## src/rtl/gyro_rx_packetizer.sv

```systemverilog
// Packs pairs of 48-bit gyro samples into three 32-bit AXI-Stream words and
// frames packets of 64<<packet_sel samples, marking the final word with m_tlast.
module gyro_rx_packetizer #(
  parameter int SAMPLE_W = 48,
  parameter int OUT_W    = 32,
  parameter int PCNT_W   = 16
) (
  input  logic                clock,
  input  logic                reset,
  input  logic                in_start_stop,
  input  logic [2:0]          packet_sel,
  input  logic [SAMPLE_W-1:0] s_tdata,
  input  logic                s_tvalid,
  output logic                s_tready,
  output logic [OUT_W-1:0]    m_tdata,
  output logic                m_tvalid,
  input  logic                m_tready,
  output logic                m_tlast,
  output logic [PCNT_W-1:0]   packet_count,
  output logic                busy,
  output logic [2:0]          dbg_state
);

  // Handshake rule on both sides: a transfer happens on the rising clock edge
  // where valid and ready are both high; a raised m_tvalid holds its word
  // unchanged until that edge.
  localparam logic [2:0] IDLE  = 3'd0;
  localparam logic [2:0] GET_A = 3'd1;
  localparam logic [2:0] W0    = 3'd2;
  localparam logic [2:0] GET_B = 3'd3;
  localparam logic [2:0] W1    = 3'd4;
  localparam logic [2:0] W2    = 3'd5;

  logic [2:0]          state_q, state_d;
  logic [SAMPLE_W-1:0] hold_a_q, hold_a_d;
  logic [SAMPLE_W-1:0] hold_b_q, hold_b_d;
  logic [11:0]         pair_cnt_q, pair_cnt_d;
  logic [2:0]          len_sel_q, len_sel_d;
  logic [PCNT_W-1:0]   pcnt_q, pcnt_d;

  logic [12:0] last_pair;
  logic        is_last;

  // Pairs per packet is 32<<len_sel; needs 13 bits to hold 4096 at sel = 7.
  assign last_pair = (13'd32 << len_sel_q) - 13'd1;
  assign is_last   = ({1'b0, pair_cnt_q} == last_pair);

  assign s_tready     = (state_q == GET_A) || (state_q == GET_B);
  assign m_tvalid     = (state_q == W0) || (state_q == W1) || (state_q == W2);
  assign m_tlast      = (state_q == W2) && is_last;
  assign packet_count = pcnt_q;
  assign busy         = (state_q != IDLE);
  assign dbg_state    = state_q;

  always_comb begin
    m_tdata = '0;
    case (state_q)
      W0:      m_tdata = hold_a_q[31:0];
      W1:      m_tdata = {hold_b_q[15:0], hold_a_q[47:32]};
      W2:      m_tdata = hold_b_q[47:16];
      default: m_tdata = '0;
    endcase
  end

  always_comb begin
    state_d    = state_q;
    hold_a_d   = hold_a_q;
    hold_b_d   = hold_b_q;
    pair_cnt_d = pair_cnt_q;
    len_sel_d  = len_sel_q;
    pcnt_d     = pcnt_q;
    case (state_q)
      IDLE: begin
        if (in_start_stop) begin
          len_sel_d  = packet_sel;
          pair_cnt_d = '0;
          state_d    = GET_A;
        end
      end
      GET_A: begin
        if (s_tvalid) begin
          hold_a_d = s_tdata;
          state_d  = W0;
        end
      end
      W0: if (m_tready) state_d = GET_B;
      GET_B: begin
        if (s_tvalid) begin
          hold_b_d = s_tdata;
          state_d  = W1;
        end
      end
      W1: if (m_tready) state_d = W2;
      W2: begin
        if (m_tready) begin
          if (!is_last) begin
            pair_cnt_d = pair_cnt_q + 12'd1;
            state_d    = GET_A;
          end else begin
            // Stop requests only take effect here, so packets are never truncated.
            pcnt_d     = pcnt_q + 1'b1;
            pair_cnt_d = '0;
            if (in_start_stop) begin
              len_sel_d = packet_sel;
              state_d   = GET_A;
            end else begin
              state_d = IDLE;
            end
          end
        end
      end
      default: state_d = IDLE;
    endcase
  end

  always_ff @(posedge clock) begin
    if (reset) begin
      state_q    <= IDLE;
      hold_a_q   <= '0;
      hold_b_q   <= '0;
      pair_cnt_q <= '0;
      len_sel_q  <= '0;
      pcnt_q     <= '0;
    end else begin
      state_q    <= state_d;
      hold_a_q   <= hold_a_d;
      hold_b_q   <= hold_b_d;
      pair_cnt_q <= pair_cnt_d;
      len_sel_q  <= len_sel_d;
      pcnt_q     <= pcnt_d;
    end
  end

endmodule
```

## config.mk

```make
export PLATFORM = sky130hd
export DESIGN_NAME = gyro_rx_packetizer
export DESIGN_NICKNAME = d
export VERILOG_FILES = /design/src/rtl/gyro_rx_packetizer.sv
export SDC_FILE = /design/constraint.sdc
export NUM_CORES = 1
export LEC_CHECK = 0
export CORE_ASPECT_RATIO = 1.25
export CORE_MARGIN = 2
export CORE_UTILIZATION = 47
export DETAILED_ROUTE_END_ITERATION = 16
export GPL_TIMING_DRIVEN = 0
export PLACE_DENSITY_LB_ADDON = 0.25
export SYNTH_ARGS = -nofsm -noshare
export SYNTH_HDL_FRONTEND = slang
export SYNTH_SLANG_ARGS = --single-unit
```

## constraint.sdc

```tcl
create_clock -name clock -period 2.5 [get_ports clock]
set_input_delay 0.25 -clock clock [delete_from_list [all_inputs] [get_ports clock]]
set_output_delay 0.25 -clock clock [all_outputs]
set_load 0.02 [all_outputs]
```

==> results.sh <==
export IMPL_synth_area_leaders="dfxtp_1 (44%), nand2_1 (15%), a21oi_1 (8.9%)"
export IMPL_tightestPinTransition_ps=722
export IMPL_die_height_um=130
export IMPL_synth_top_family_by_area="simple AND/OR/NAND/NOR gates"
export IMPL_synth_fa_ha_area_frac=0.00633
export IMPL_gp_congestion=0.900
export IMPL_cts_tree="built"
export IMPL_utilization=0.688
export IMPL_holdBufCountCts=0
export IMPL_die_area_um2=13500
export IMPL_reg2reg_to="packet_count[15]$_SDFFE_PP0P_"
export IMPL_clk_path_buf_depth=2
export IMPL_wirelength_mm=18.7
export IMPL_hold_viol_final=0
export IMPL_violations="negative setup slack"
export IMPL_yosysSeqAreaShare=0.439
export IMPL_rsz0062_at_grt="yes"
export IMPL_cp_arrival_ps=2510
export IMPL_antenna_found_initial=0
export IMPL_yosys_warnings=0
export IMPL_synth_async_reset_ratio=0
export IMPL_synth_xor_area_frac=0.0251
export IMPL_htreeDepth=4
export IMPL_clock_latency_ps=420
export IMPL_r2r_setup_slack_ps=-210
export IMPL_port_buffer_count=110
export IMPL_crit_path_max_fanout=7
export IMPL_fmax_ghz=0.362
export IMPL_vias_per_cell=5.46
export IMPL_ant_nets=0
export IMPL_regToRegStartpoint="len_sel_q[2]$_SDFFE_PP0P_"
export IMPL_antennaDiodeCount=0
export IMPL_path_class="register to output pin"
export IMPL_required_ps=2250
export IMPL_synthesis_area_um2=5930
export IMPL_power_density_nw_per_um2=663
export IMPL_first_pass_iters=5
export IMPL_hold_start="packet_sel[1]"
export IMPL_ir_worst_vdd_mv=0.425
export IMPL_wl_per_cell_um=17.0
export IMPL_synth_compound_area_frac=0.144
export IMPL_grt_pass1_wl_mm=29.0
export IMPL_ys_flop_type="dfxtp_1"
export IMPL_clkSinkCount=130
export IMPL_ys_ff_latch=130
export IMPL_overflow=0
export IMPL_maxSlewHeadroom=0.519
export IMPL_final_common_cell="nand2_1"
export IMPL_min_path_type="input port to register"
export IMPL_drt_initial_drc_count=350
export IMPL_avgSynthCellArea_um2=7.68
export IMPL_core_area_um2=12200
export IMPL_period_minus_slack_ps=2760
export IMPL_io_pins=111
export IMPL_p_leak_uw=0.00310
export IMPL_yosys_area_share_simple=0.264
export IMPL_synthMuxAreaShare=0.0793
export IMPL_drive_above_1_share=0.143
export IMPL_place_hpwl_mm=12.5
export IMPL_reg2reg_depth=10
export IMPL_min_path_cells=3
export IMPL_fin_skew_ps=5.54
export IMPL_clk_pin_slew_ps=60
export IMPL_die_w_um=104
export IMPL_grt_pass1_vias=5804
export IMPL_nets=982
export IMPL_whs_ps=397
export IMPL_gr_usage_all_layers=0.276
export IMPL_status="finished, violations left"
export IMPL_design_area_um2=8400
export IMPL_grt_max_degree=17
export IMPL_syn_to_final_growth_pct=41.7
export IMPL_synth_nets=831
export IMPL_final_cell_mix="nand2_1 (241), dfxtp_1 (127), a21oi_1 (101), clkdlybuf4s50_1 (76), mux2i_1 (38)"
export IMPL_row_count=45
export IMPL_drcViolationCount=0
export IMPL_slew_violations=0
export IMPL_period_share=1.11
export IMPL_synth_edf_count=0
export IMPL_synth_cell_types=42
export IMPL_holdPathEnd="len_sel_q[1]$_SDFFE_PP0P_"
export IMPL_dpl_cell_area_um2=7280
export IMPL_cts_buffers=17
export IMPL_setup_violations=31
export IMPL_cts_root_buf="clkbuf_16"
export IMPL_syn_inst=772
export IMPL_via_count=6011
export IMPL_start_util=0.486
export IMPL_synth_area_leader_cell="dfxtp_1"
export IMPL_fin_ws_ps=-263
export IMPL_synth_top_cell_area_share=0.439
export IMPL_worst_setup_path_end_kind="output pin"
export IMPL_cp_start_kind="register"
export IMPL_cap_viol_max_count=0
-- synthesized netlist by cell type (2+ instances only) --
| library cell | count |
|---|---|
| nor3_1 | 7 |
| nand2_1 | 241 |
| nand3_1 | 19 |
| xor2_1 | 9 |
| nor2_1 | 37 |
| o21ai_0 | 36 |
| buf_6 | 2 |
| a21oi_1 | 105 |
| mux2_1 | 8 |
| and3_1 | 8 |
| or4_1 | 6 |
| nand2b_1 | 9 |
| buf_2 | 4 |
| nand4_1 | 7 |
| ha_1 | 3 |
| nor3_2 | 4 |
| mux2i_1 | 38 |
| clkbuf_1 | 43 |
| or3_1 | 2 |
| nor2b_1 | 11 |
| xnor2_1 | 8 |
| buf_1 | 5 |
| o31ai_1 | 4 |
| nand4_2 | 2 |
| inv_1 | 7 |
| a2111oi_2 | 2 |
| dfxtp_1 | 130 |
-- metal layers --
| layer | global-route usage | part of all wire | wire [µm] |
|---|---|---|---|
| met1 | 0.322 | 0.40 | 7510 |
| met5 | 0 | 0 | 0 |
| met2 | 0.489 | 0.51 | 9460 |
| met3 | 0.0548 | 0.065 | 1230 |
| met4 | 0.126 | 0.027 | 509 |
-- sequential cells by signal (all words and copies together) (netlist names) --
signal	flops
dbg_state	3
pair_cnt_q	12
len_sel_q	3
hold_a_q	48
hold_b_q	48
packet_count	16
-- how the worst max path moves through the flow --
stage	endpoint	slack, ps	cells past startpoint	startpoint
2_1_floorplan	packet_count[10]$_SDFFE_PP0P_	-190	11	len_sel_q[0]$_SDFFE_PP0P_
3_3_place_gp	m_tdata[23]	-710	6	dbg_state[1]$_SDFFE_PP0P_
3_5_place_dp	m_tdata[3]	-640	6	dbg_state[1]$_SDFFE_PP0P_
4_1_cts	m_tlast	-350	9	len_sel_q[0]$_SDFFE_PP0P_
5_1_grt	m_tlast	-350	8	len_sel_q[2]$_SDFFE_PP0P_
6_report	m_tlast	-260	8	len_sel_q[2]$_SDFFE_PP0P_
-- layout make-up --
class,instances,area [µm²]
flip-flops and latches,130,2610
plain buffers,50,264
inverters,7,26.3
clock inverters,13,184
multi-input cells,581,3380
clock buffers,19,453
repair buffers,136,1280
fillers,1019,3810
well taps,164,205
-- through the flow --
stage | instances | setup TNS (ps) | setup slack (ps) | total power [µW]
floorplan | 772 | -1560 | -187 | 2610
global placement | 1046 | -26850 | -714 | 2870
detailed placement | 1046 | -25660 | -644 | 2880
CTS | 1099 | -6730 | -351 | 5530
global route | 1100 | -6740 | -350 | 5720
finish | 1100 | -2860 | -263 | 5570
-- logic make-up after synthesis --
| family | after synthesis |
|---|---|
| buf+inv | 61 |
| compound gates | 156 |
| xor+xnor | 17 |
| fa+ha+maj | 3 |
| flops | 130 |
| mux | 46 |
| simple gates | 359 |
-- power by group --
group / switching, µW / total (µW) / internal, µW
Sequential: 41.9 / 2180 / 2140
Combinational: 422 / 739 / 317
Clock: 937 / 2660 / 1720
-- critical path, stage by stage, from the launching register on --
cell and delay [ps]:
dfxtp_2 320, or3_4 410, ha_4 210, or3_4 390
a21oi_2 120, a311o_1 150, nand4_1 120, nor3_2 190
buf_4 180
-- timing repair --
action                                  4_1_cts  5_1_grt
gates cloned                                  1        0
resized for setup                           109       62
endpoints found under the setup margin       63       89
pin swaps                                    19       19
setup buffers                                22        5
(Power assumes the default switching activity.)
